`src/rtl/map_pkg.sv`:
```
// Shared constants for the tile-map playfield renderer: tile codes,
// palette, screen geometry and the menu button rectangle.
package map_pkg;

    typedef enum logic [2:0] {
        TILE_GROUND   = 3'd0,
        TILE_WALL     = 3'd1,
        TILE_ROCK     = 3'd2,
        TILE_BUILDING = 3'd3,
        TILE_TRACK    = 3'd4,
        TILE_DAMAGED  = 3'd5
    } tile_e;

    localparam logic [11:0] RGB_GROUND   = 12'hEC1;
    localparam logic [11:0] RGB_WALL     = 12'hDA0;
    localparam logic [11:0] RGB_ROCK     = 12'h89F;
    localparam logic [11:0] RGB_BUILDING = 12'h777;
    localparam logic [11:0] RGB_TRACK    = 12'h512;
    localparam logic [11:0] RGB_DAMAGED  = 12'h960;
    localparam logic [11:0] RGB_BLACK    = 12'h000;
    localparam logic [11:0] BORDER       = 12'hFFF;
    localparam logic [11:0] PANEL        = 12'h888;
    localparam logic [11:0] BUTTON_ON    = 12'hC12;

    // Last visible pixel of the 1024x768 screen.
    localparam logic [10:0] H_LAST = 11'd1023;
    localparam logic [9:0]  V_LAST = 10'd767;

    localparam logic [10:0] BTN_X0 = 11'd993;
    localparam logic [10:0] BTN_X1 = 11'd1013;
    localparam logic [9:0]  BTN_Y0 = 10'd10;
    localparam logic [9:0]  BTN_Y1 = 10'd30;

    // Video position plus timing strobes, carried down the pipeline as one word.
    typedef struct packed {
        logic [10:0] hcount;
        logic [9:0]  vcount;
        logic        hsync;
        logic        vsync;
        logic        hblnk;
        logic        vblnk;
    } vid_t;

    // Tile type to colour; codes without a palette entry render black.
    function automatic logic [11:0] tile_rgb(input logic [7:0] t);
        case (t)
            8'(TILE_GROUND):   tile_rgb = RGB_GROUND;
            8'(TILE_WALL):     tile_rgb = RGB_WALL;
            8'(TILE_ROCK):     tile_rgb = RGB_ROCK;
            8'(TILE_BUILDING): tile_rgb = RGB_BUILDING;
            8'(TILE_TRACK):    tile_rgb = RGB_TRACK;
            8'(TILE_DAMAGED):  tile_rgb = RGB_DAMAGED;
            default:           tile_rgb = RGB_BLACK;
        endcase
    endfunction

endpackage

```
`src/rtl/draw_map_tiles_if.sv`:
```
// Tile-map write port: valid/ready handshake plus out-of-range error pulse.
interface draw_map_tiles_if #(
    parameter int COL_W  = 5,
    parameter int ROW_W  = 5,
    parameter int TYPE_W = 3
);
    logic              wr_valid;
    logic              wr_ready;
    logic [COL_W-1:0]  wr_col;
    logic [ROW_W-1:0]  wr_row;
    logic [TYPE_W-1:0] wr_type;
    logic              wr_err;

    modport master (output wr_valid, wr_col, wr_row, wr_type, input wr_ready, wr_err);
    modport slave  (input wr_valid, wr_col, wr_row, wr_type, output wr_ready, wr_err);
endinterface

```
`src/rtl/map_tile_ram.sv`:
```
// Simple dual-port tile RAM: one write port, one synchronous read-first read port.
module map_tile_ram #(
    parameter int DEPTH  = 576,
    parameter int WIDTH  = 3,
    parameter int ADDR_W = $clog2(DEPTH)
) (
    input  logic              clk,
    input  logic              we,
    input  logic [ADDR_W-1:0] waddr,
    input  logic [WIDTH-1:0]  wdata,
    input  logic [ADDR_W-1:0] raddr,
    output logic [WIDTH-1:0]  rdata_q
);
    logic [WIDTH-1:0] mem [DEPTH];

    // Both ports use non-blocking updates, so a same-address read sees the old word.
    always_ff @(posedge clk) begin
        if (we) mem[waddr] <= wdata;
        rdata_q <= mem[raddr];
    end
endmodule

```
`src/rtl/draw_map_tiles.sv`:
```
// Tile-map playfield renderer: frame, tile playfield from RAM, side panel
// and blinking menu button. Two-cycle pixel pipeline; RAM cleared after reset.
module draw_map_tiles
    import map_pkg::*;
#(
    parameter int TILE_LOG2    = 5,
    parameter int MAP_COLS     = 24,
    parameter int MAP_ROWS     = 24,
    parameter int TYPE_W       = 3,
    parameter int BLINK_FRAMES = 30
) (
    input  logic        clk,
    input  logic        rst,
    input  logic [10:0] hcount_in,
    input  logic [9:0]  vcount_in,
    input  logic        hsync_in,
    input  logic        vsync_in,
    input  logic        hblnk_in,
    input  logic        vblnk_in,
    output logic [10:0] hcount_out,
    output logic [9:0]  vcount_out,
    output logic        hsync_out,
    output logic        vsync_out,
    output logic        hblnk_out,
    output logic        vblnk_out,
    output logic [11:0] rgb_out,
    output logic        init_done,
    draw_map_tiles_if.slave wr
);
    localparam int DEPTH  = MAP_COLS * MAP_ROWS;
    localparam int ADDR_W = $clog2(DEPTH);
    localparam int FCNT_W = $clog2(BLINK_FRAMES);
    localparam logic [10:0] PF_W = 11'(MAP_COLS << TILE_LOG2);
    localparam logic [9:0]  PF_H = 10'(MAP_ROWS << TILE_LOG2);

    localparam logic [0:0] ST_INIT = 1'b0;
    localparam logic [0:0] ST_RUN  = 1'b1;

    logic [0:0]        state_q, state_d;
    logic [ADDR_W-1:0] cnt_q, cnt_d;
    logic              wr_err_q, wr_err_d;
    logic              vblnk_prev_q, vblnk_prev_d;
    logic [FCNT_W-1:0] frame_cnt_q, frame_cnt_d;
    logic              blink_q, blink_d;
    vid_t              s1_vid_q, s1_vid_d, s2_vid_q, s2_vid_d;
    logic              s1_blank_q, s1_blank_d, s1_frame_q, s1_frame_d;
    logic              s1_pf_q, s1_pf_d, s1_btn_q, s1_btn_d, s1_init_q, s1_init_d;
    logic [11:0]       rgb_q, rgb_d;

    logic              ram_we;
    logic [ADDR_W-1:0] ram_waddr, pix_addr;
    logic [TYPE_W-1:0] ram_wdata, ram_rdata;
    logic              in_pf, wr_fire, wr_in_range;

    assign wr.wr_ready = (state_q == ST_RUN);
    assign init_done   = (state_q == ST_RUN);
    assign wr.wr_err   = wr_err_q;
    assign wr_fire     = wr.wr_valid && wr.wr_ready;
    assign wr_in_range = (32'(wr.wr_col) < MAP_COLS) && (32'(wr.wr_row) < MAP_ROWS);

    // Clear sweep after reset, then accept tile writes; out-of-range writes are dropped.
    always_comb begin
        state_d   = state_q;
        cnt_d     = cnt_q;
        wr_err_d  = 1'b0;
        ram_we    = 1'b0;
        ram_waddr = cnt_q;
        ram_wdata = '0;
        case (state_q)
            ST_INIT: begin
                ram_we = 1'b1;
                if (cnt_q == ADDR_W'(DEPTH - 1)) begin
                    state_d = ST_RUN;
                    cnt_d   = '0;
                end else begin
                    cnt_d = cnt_q + 1'b1;
                end
            end
            default: begin
                if (wr_fire) begin
                    if (wr_in_range) begin
                        ram_we    = 1'b1;
                        ram_waddr = ADDR_W'(32'(wr.wr_row) * MAP_COLS + 32'(wr.wr_col));
                        ram_wdata = wr.wr_type;
                    end else begin
                        wr_err_d = 1'b1;
                    end
                end
            end
        endcase
    end

    // Button blink: count vblank rising edges, toggle every BLINK_FRAMES of them.
    always_comb begin
        vblnk_prev_d = vblnk_in;
        frame_cnt_d  = frame_cnt_q;
        blink_d      = blink_q;
        if (vblnk_in && !vblnk_prev_q) begin
            if (frame_cnt_q == FCNT_W'(BLINK_FRAMES - 1)) begin
                frame_cnt_d = '0;
                blink_d     = ~blink_q;
            end else begin
                frame_cnt_d = frame_cnt_q + 1'b1;
            end
        end
    end

    // Stage 0 decode: tile address and screen regions for the incoming pixel.
    always_comb begin
        in_pf    = (hcount_in < PF_W) && (vcount_in < PF_H);
        pix_addr = in_pf ? ADDR_W'(32'(vcount_in >> TILE_LOG2) * MAP_COLS
                                   + 32'(hcount_in >> TILE_LOG2)) : '0;
        s1_vid_d   = '{hcount_in, vcount_in, hsync_in, vsync_in, hblnk_in, vblnk_in};
        s1_blank_d = hblnk_in || vblnk_in;
        s1_frame_d = (vcount_in <= 10'd1) || (vcount_in >= V_LAST - 10'd1) ||
                     (hcount_in <= 11'd1) || (hcount_in == H_LAST) ||
                     (hcount_in == PF_W) || (hcount_in == PF_W + 11'd1);
        s1_pf_d    = in_pf;
        s1_btn_d   = (vcount_in >= BTN_Y0) && (vcount_in <= BTN_Y1) &&
                     (hcount_in >= BTN_X0) && (hcount_in <= BTN_X1);
        // Until the clear finishes the RAM may hold stale tiles, so draw ground.
        s1_init_d  = (state_q == ST_INIT);
    end

    // Stage 1 colour selection in priority order.
    always_comb begin
        s2_vid_d = s1_vid_q;
        if (s1_blank_q)      rgb_d = RGB_BLACK;
        else if (s1_frame_q) rgb_d = BORDER;
        else if (s1_pf_q)    rgb_d = s1_init_q ? RGB_GROUND : tile_rgb(8'(ram_rdata));
        else if (s1_btn_q)   rgb_d = blink_q ? BUTTON_ON : PANEL;
        else                 rgb_d = PANEL;
    end

    // State and pipeline registers with synchronous reset.
    always_ff @(posedge clk) begin
        if (rst) begin
            state_q      <= ST_INIT;
            cnt_q        <= '0;
            wr_err_q     <= 1'b0;
            vblnk_prev_q <= 1'b0;
            frame_cnt_q  <= '0;
            blink_q      <= 1'b1;
            s1_vid_q     <= '0;
            s2_vid_q     <= '0;
            s1_blank_q   <= 1'b0;
            s1_frame_q   <= 1'b0;
            s1_pf_q      <= 1'b0;
            s1_btn_q     <= 1'b0;
            s1_init_q    <= 1'b0;
            rgb_q        <= '0;
        end else begin
            state_q      <= state_d;
            cnt_q        <= cnt_d;
            wr_err_q     <= wr_err_d;
            vblnk_prev_q <= vblnk_prev_d;
            frame_cnt_q  <= frame_cnt_d;
            blink_q      <= blink_d;
            s1_vid_q     <= s1_vid_d;
            s2_vid_q     <= s2_vid_d;
            s1_blank_q   <= s1_blank_d;
            s1_frame_q   <= s1_frame_d;
            s1_pf_q      <= s1_pf_d;
            s1_btn_q     <= s1_btn_d;
            s1_init_q    <= s1_init_d;
            rgb_q        <= rgb_d;
        end
    end

    map_tile_ram #(.DEPTH(DEPTH), .WIDTH(TYPE_W), .ADDR_W(ADDR_W)) u_ram (
        .clk     (clk),
        .we      (ram_we),
        .waddr   (ram_waddr),
        .wdata   (ram_wdata),
        .raddr   (pix_addr),
        .rdata_q (ram_rdata)
    );

    assign hcount_out = s2_vid_q.hcount;
    assign vcount_out = s2_vid_q.vcount;
    assign hsync_out  = s2_vid_q.hsync;
    assign vsync_out  = s2_vid_q.vsync;
    assign hblnk_out  = s2_vid_q.hblnk;
    assign vblnk_out  = s2_vid_q.vblnk;
    assign rgb_out    = rgb_q;
endmodule

```
`src/flat_wrapper.sv`:
```
// flat-port wrapper written by rule: the top's interface ports become plain ports
module draw_map_tiles_flat import map_pkg::*;
#(
    parameter int TILE_LOG2    = 5,
    parameter int MAP_COLS     = 24,
    parameter int MAP_ROWS     = 24,
    parameter int TYPE_W       = 3,
    parameter int BLINK_FRAMES = 30
)
  (clk, rst, hcount_in, vcount_in, hsync_in, vsync_in, hblnk_in, vblnk_in, hcount_out, vcount_out, hsync_out, vsync_out, hblnk_out, vblnk_out, rgb_out, init_done, wr_wr_valid, wr_wr_col, wr_wr_row, wr_wr_type, wr_wr_ready, wr_wr_err);
  draw_map_tiles_if #(.TYPE_W(TYPE_W)) wr_i ();
  input  logic clk;
  input  logic rst;
  input  logic [10:0] hcount_in;
  input  logic [9:0] vcount_in;
  input  logic hsync_in;
  input  logic vsync_in;
  input  logic hblnk_in;
  input  logic vblnk_in;
  output logic [10:0] hcount_out;
  output logic [9:0] vcount_out;
  output logic hsync_out;
  output logic vsync_out;
  output logic hblnk_out;
  output logic vblnk_out;
  output logic [11:0] rgb_out;
  output logic init_done;
  input wire logic [$bits(wr_i.wr_valid)-1:0] wr_wr_valid;
  input wire logic [$bits(wr_i.wr_col)-1:0] wr_wr_col;
  input wire logic [$bits(wr_i.wr_row)-1:0] wr_wr_row;
  input wire logic [$bits(wr_i.wr_type)-1:0] wr_wr_type;
  output wire logic [$bits(wr_i.wr_ready)-1:0] wr_wr_ready;
  output wire logic [$bits(wr_i.wr_err)-1:0] wr_wr_err;
  assign wr_i.wr_valid = wr_wr_valid;
  assign wr_i.wr_col = wr_wr_col;
  assign wr_i.wr_row = wr_wr_row;
  assign wr_i.wr_type = wr_wr_type;
  assign wr_wr_ready = wr_i.wr_ready;
  assign wr_wr_err = wr_i.wr_err;
  draw_map_tiles #(.TILE_LOG2(TILE_LOG2), .MAP_COLS(MAP_COLS), .MAP_ROWS(MAP_ROWS), .TYPE_W(TYPE_W), .BLINK_FRAMES(BLINK_FRAMES)) u_core (.clk(clk), .rst(rst), .hcount_in(hcount_in), .vcount_in(vcount_in), .hsync_in(hsync_in), .vsync_in(vsync_in), .hblnk_in(hblnk_in), .vblnk_in(vblnk_in), .hcount_out(hcount_out), .vcount_out(vcount_out), .hsync_out(hsync_out), .vsync_out(vsync_out), .hblnk_out(hblnk_out), .vblnk_out(vblnk_out), .rgb_out(rgb_out), .init_done(init_done), .wr(wr_i));
endmodule
```
`config.mk`:
```
export PLATFORM = sky130hd
export DESIGN_NAME = draw_map_tiles_flat
export DESIGN_NICKNAME = d
export VERILOG_FILES = /design/src/rtl/map_pkg.sv /design/src/rtl/draw_map_tiles_if.sv /design/src/rtl/map_tile_ram.sv /design/src/rtl/draw_map_tiles.sv /design/src/flat_wrapper.sv
export SDC_FILE = /design/constraint.sdc
export NUM_CORES = 2
export LEC_CHECK = 0
export CORE_MARGIN = 10
export CORE_UTILIZATION = 24
export DETAILED_ROUTE_END_ITERATION = 12
export SETUP_SLACK_MARGIN = 0.02
export SLEW_MARGIN = 20
export SYNTH_ARGS = -nofsm -noshare
export SYNTH_HDL_FRONTEND = slang
export SYNTH_SLANG_ARGS = --single-unit
```
`constraint.sdc`:
```
create_clock -name clk -period 15.9 [get_ports clk]
set_clock_uncertainty 0.05 [all_clocks]
set_input_delay 3.18 -clock clk [delete_from_list [all_inputs] [get_ports clk]]
set_output_delay 3.18 -clock clk [all_outputs]
set_load 0.05 [all_outputs]
```
==> impl_metrics.json <==
{
  "drive_gt1_frac": 0.09394,
  "cp_max_fo": 131,
  "synthCells": 5440,
  "routed_wl_mm": 225.1,
  "final_util": 0.2768,
  "tns_ns": 0,
  "synth.top_cell.area_share": 0.6921,
  "die_height_microns": 578.9,
  "slew-limit-headroom": 0.1490,
  "dp_hpwl_mm": 133.6,
  "hold_viol": 0,
  "post-cts-setup-buffers": 0,
  "cts-buffers-inserted": 184,
  "crit_required_ns": 16.57,
  "r2r-start": "u_core.init_done",
  "finalSetupViolCount": 0,
  "max_clock_freq_mhz": 116.4,
  "hold_class": "reg2reg",
  "fin_nets": 5480,
  "timing.critical_path.buf_inv": 4,
  "num_vias": 48171,
  "drt_pass1_iterations": 7,
  "io_buffer_count": 80,
  "yosys-top-cells-area": "edfxtp_1 69%, mux2i_1 3.9%, nor2_1 3.7%",
  "cts_tree": "built",
  "vdd_drop_max_mv": 0.1186,
  "clk_pin_slew_ns": 0.06,
  "pin_count": 81,
  "timing.rr.end": "u_core.u_ram.mem[96][2]",
  "grt_overflow_total": 0,
  "p_total_w": 0.01008,
  "htreeDepth": 4,
  "netlist_area_sq_mm": 0.07497,
  "dp.cells": 9364,
  "cts_resized": 0,
  "initial_core_util": 0.2408,
  "async_flop_share": 0,
  "synth_top_area_cell": "edfxtp_1",
  "drc_errors": 0,
  "fin_crit_sh": 0.5401,
  "synth.yosys.seq_area_share": 0.7154,
  "synth-seq-cells": 1815,
  "finalCriticalPeriod_ns": 8.588,
  "tightestPinTransition_ns": 1.272,
  "yosysMostFrequentCell": "edfxtp_1",
  "critical_path.startpoint": "vcount_in[9]",
  "synth.distinct_cells": 78,
  "crit_cells": 14,
  "clk_path_buf_depth": 3,
  "synth_edf_count": 1728,
  "crit_family": "compound AO/OA/AOI/OAI gates",
  "grt_pass1_vias": 47166,
  "power_density_mw_per_mm2": 116.9,
  "area_growth_pct": 14.97,
  "drt_iter0_drc": 6263,
  "track_usage": 0.1282,
  "path_cells": "clkdlybuf4s50_1 > ha_1 > a211oi_4 > buf_12 > nand2_4 > buf_4 > buf_12 > mux2i_1 > a21oi_1 > o32ai_1 > a2111oi_0 > a2111oi_0 > nand4_1 > a41o_1",
  "gp_congestion": 0.8546,
  "vias_per_cell": 4.967,
  "cts_root_buffer": "clkbuf_16",
  "holdBufCountCts": 0,
  "final_max_slew_viol_count": 0,
  "crit_path_end_kind": "flop",
  "power_leakage_nw": 30.03,
  "grt_pass1_wl_mm": 324.5,
  "wl_per_cell_microns": 23.22,
  "synth_common_cells": "1728 x edfxtp_1, 735 x nor2_1, 456 x nand2_1",
  "rows": 205,
  "die_area_sq_mm": 0.3351,
  "synth_flop_cell": "edfxtp_1",
  "status": "completed",
  "slowest_stage": "a2111oi_0",
  "yosys_warnings": 0,
  "crit_end": "u_core.u_ram.rdata_q[2]",
  "holdWs_ns": 0.3840,
  "avgSynthCellArea_sq_um": 13.78,
  "final_cells": 9698,
  "reg2reg_depth": 8,
  "drtAntennaViolNets": 0,
  "synthesis.nets": 5509,
  "rsz0062_at_grt": "false",
  "cts.sinks": 1815,
  "maxCapViolations": 0,
  "start_kind": "input port",
  "core_sq_mm": 0.3114,
  "critPathMaxStageDelay_ns": 0.82,
  "grt_antenna_before_repair": 2,
  "worst_skew_pair.late_latency_ns": 0.85,
  "criticalPathCategory": "in2reg",
  "die_x_microns": 578.9,
  "grt_max_degree": 195,
  "cp.arrival_ns": 9.26,
  "reg2reg_slack_ns": 11.31
}
==> where the power goes <==
group	total (W)	internal, W	switching (W)
registers	0.00519	0.00517	0.0000213
logic	0.000615	0.000177	0.000438
clock network	0.00427	0.00244	0.00184
==> area by class of cell <==
cell class / count / area (sq um)
fill: 31519 / 225200
sequential: 1815 / 53630
multi-input combinational: 3193 / 19600
tap: 4140 / 5180
clock buffer: 224 / 4902
timing repair buffer: 174 / 1682
clock inverter: 108 / 1026
inverter: 43 / 163.9
antenna: 1 / 2.502
==> flip-flops by register name (all words and copies together), names as in the netlist, 3 cells and up <==
signal	flops
u_core.vcount_out	10
u_core.s1_vid_q	24
u_core.cnt_q	10
u_core.u_ram.mem	1728
u_core.u_ram.rdata_q	3
u_core.frame_cnt_q	5
u_core.hcount_out	11
u_core.rgb_out	11
==> logic make-up (layout without fill, tap and decap cells) <==
| group | after synthesis | count (layout) | synth area share |
|---|---|---|---|
| AO/OA/AOI/OAI | 1137 | 1137 | 0.09827 |
| XOR/XNOR | 28 | 28 | 0.003455 |
| adder cells (fa/ha/maj) | 28 | 28 | 0.005074 |
| buffers and inverters | 432 | 549 | 0.02458 |
| flip-flops | 1815 | 1815 | 0.7154 |
| multiplexers | 417 | 417 | 0.06322 |
| other | 0 | 1 | 0 |
| AND/OR/NAND/NOR | 1583 | 1583 | 0.09002 |
==> stage by stage <==
stage	instance area, sq um	worst slack, ns
2_1_floorplan	74970	2.724
3_3_place_gp	80230	7.059
3_5_place_dp	80230	6.900
4_1_cts	86160	7.759
5_1_grt	86190	7.285
6_report	86190	7.312
==> cells in the final DEF (no fill, tap or decap), types with 26 or more instances in the layout <==
cell,instances
a211oi_1,101
a21oi_1,312
a221oi_1,26
a22oi_1,31
a311oi_1,37
a31oi_1,76
and3_1,38
buf_4,80
clkbuf_1,30
clkbuf_16,189
clkdlybuf4s50_1,76
clkinv_1,51
dfxtp_1,87
edfxtp_1,1728
inv_1,40
mux2_2,92
mux2i_1,289
mux4_2,36
nand2_1,444
nand3_1,78
nor2_1,732
nor2b_1,68
nor3_1,92
o211ai_1,52
o21ai_0,186
o221ai_1,57
o22ai_1,119
==> worst register-to-register path, stage by stage, from the launching register on <==
cell and delay (ns):
dfxtp_1 0.55, nand2_1 0.13, nor2b_1 0.13, buf_4 0.26, and2_4 0.55, buf_4 0.55, buf_12 0.33, buf_4 0.80
buf_4 0.89
==> how the worst min path moves through the flow <==
stage                                 to          startpoint  slack, ns  cells past startpoint
floorplan               u_core.hblnk_out  u_core.s1_vid_q[1]       0.36                      1
global placement        u_core.vsync_out  u_core.s1_vid_q[2]       0.37                      1
detailed placement  u_core.vcount_out[0]  u_core.s1_vid_q[4]       0.37                      1
CTS                 u_core.vcount_out[0]  u_core.s1_vid_q[4]       0.39                      1
global route            u_core.hsync_out  u_core.s1_vid_q[3]       0.40                      1
finish              u_core.vcount_out[0]  u_core.s1_vid_q[4]       0.38                      1
==> layer usage <==
metal	share of wire	global-route usage
met1	0.41	0.1712
met2	0.46	0.2041
met3	0.097	0.02615
met4	0.041	0.05043
met5	0.000053	0
(Power assumes the default switching activity.)
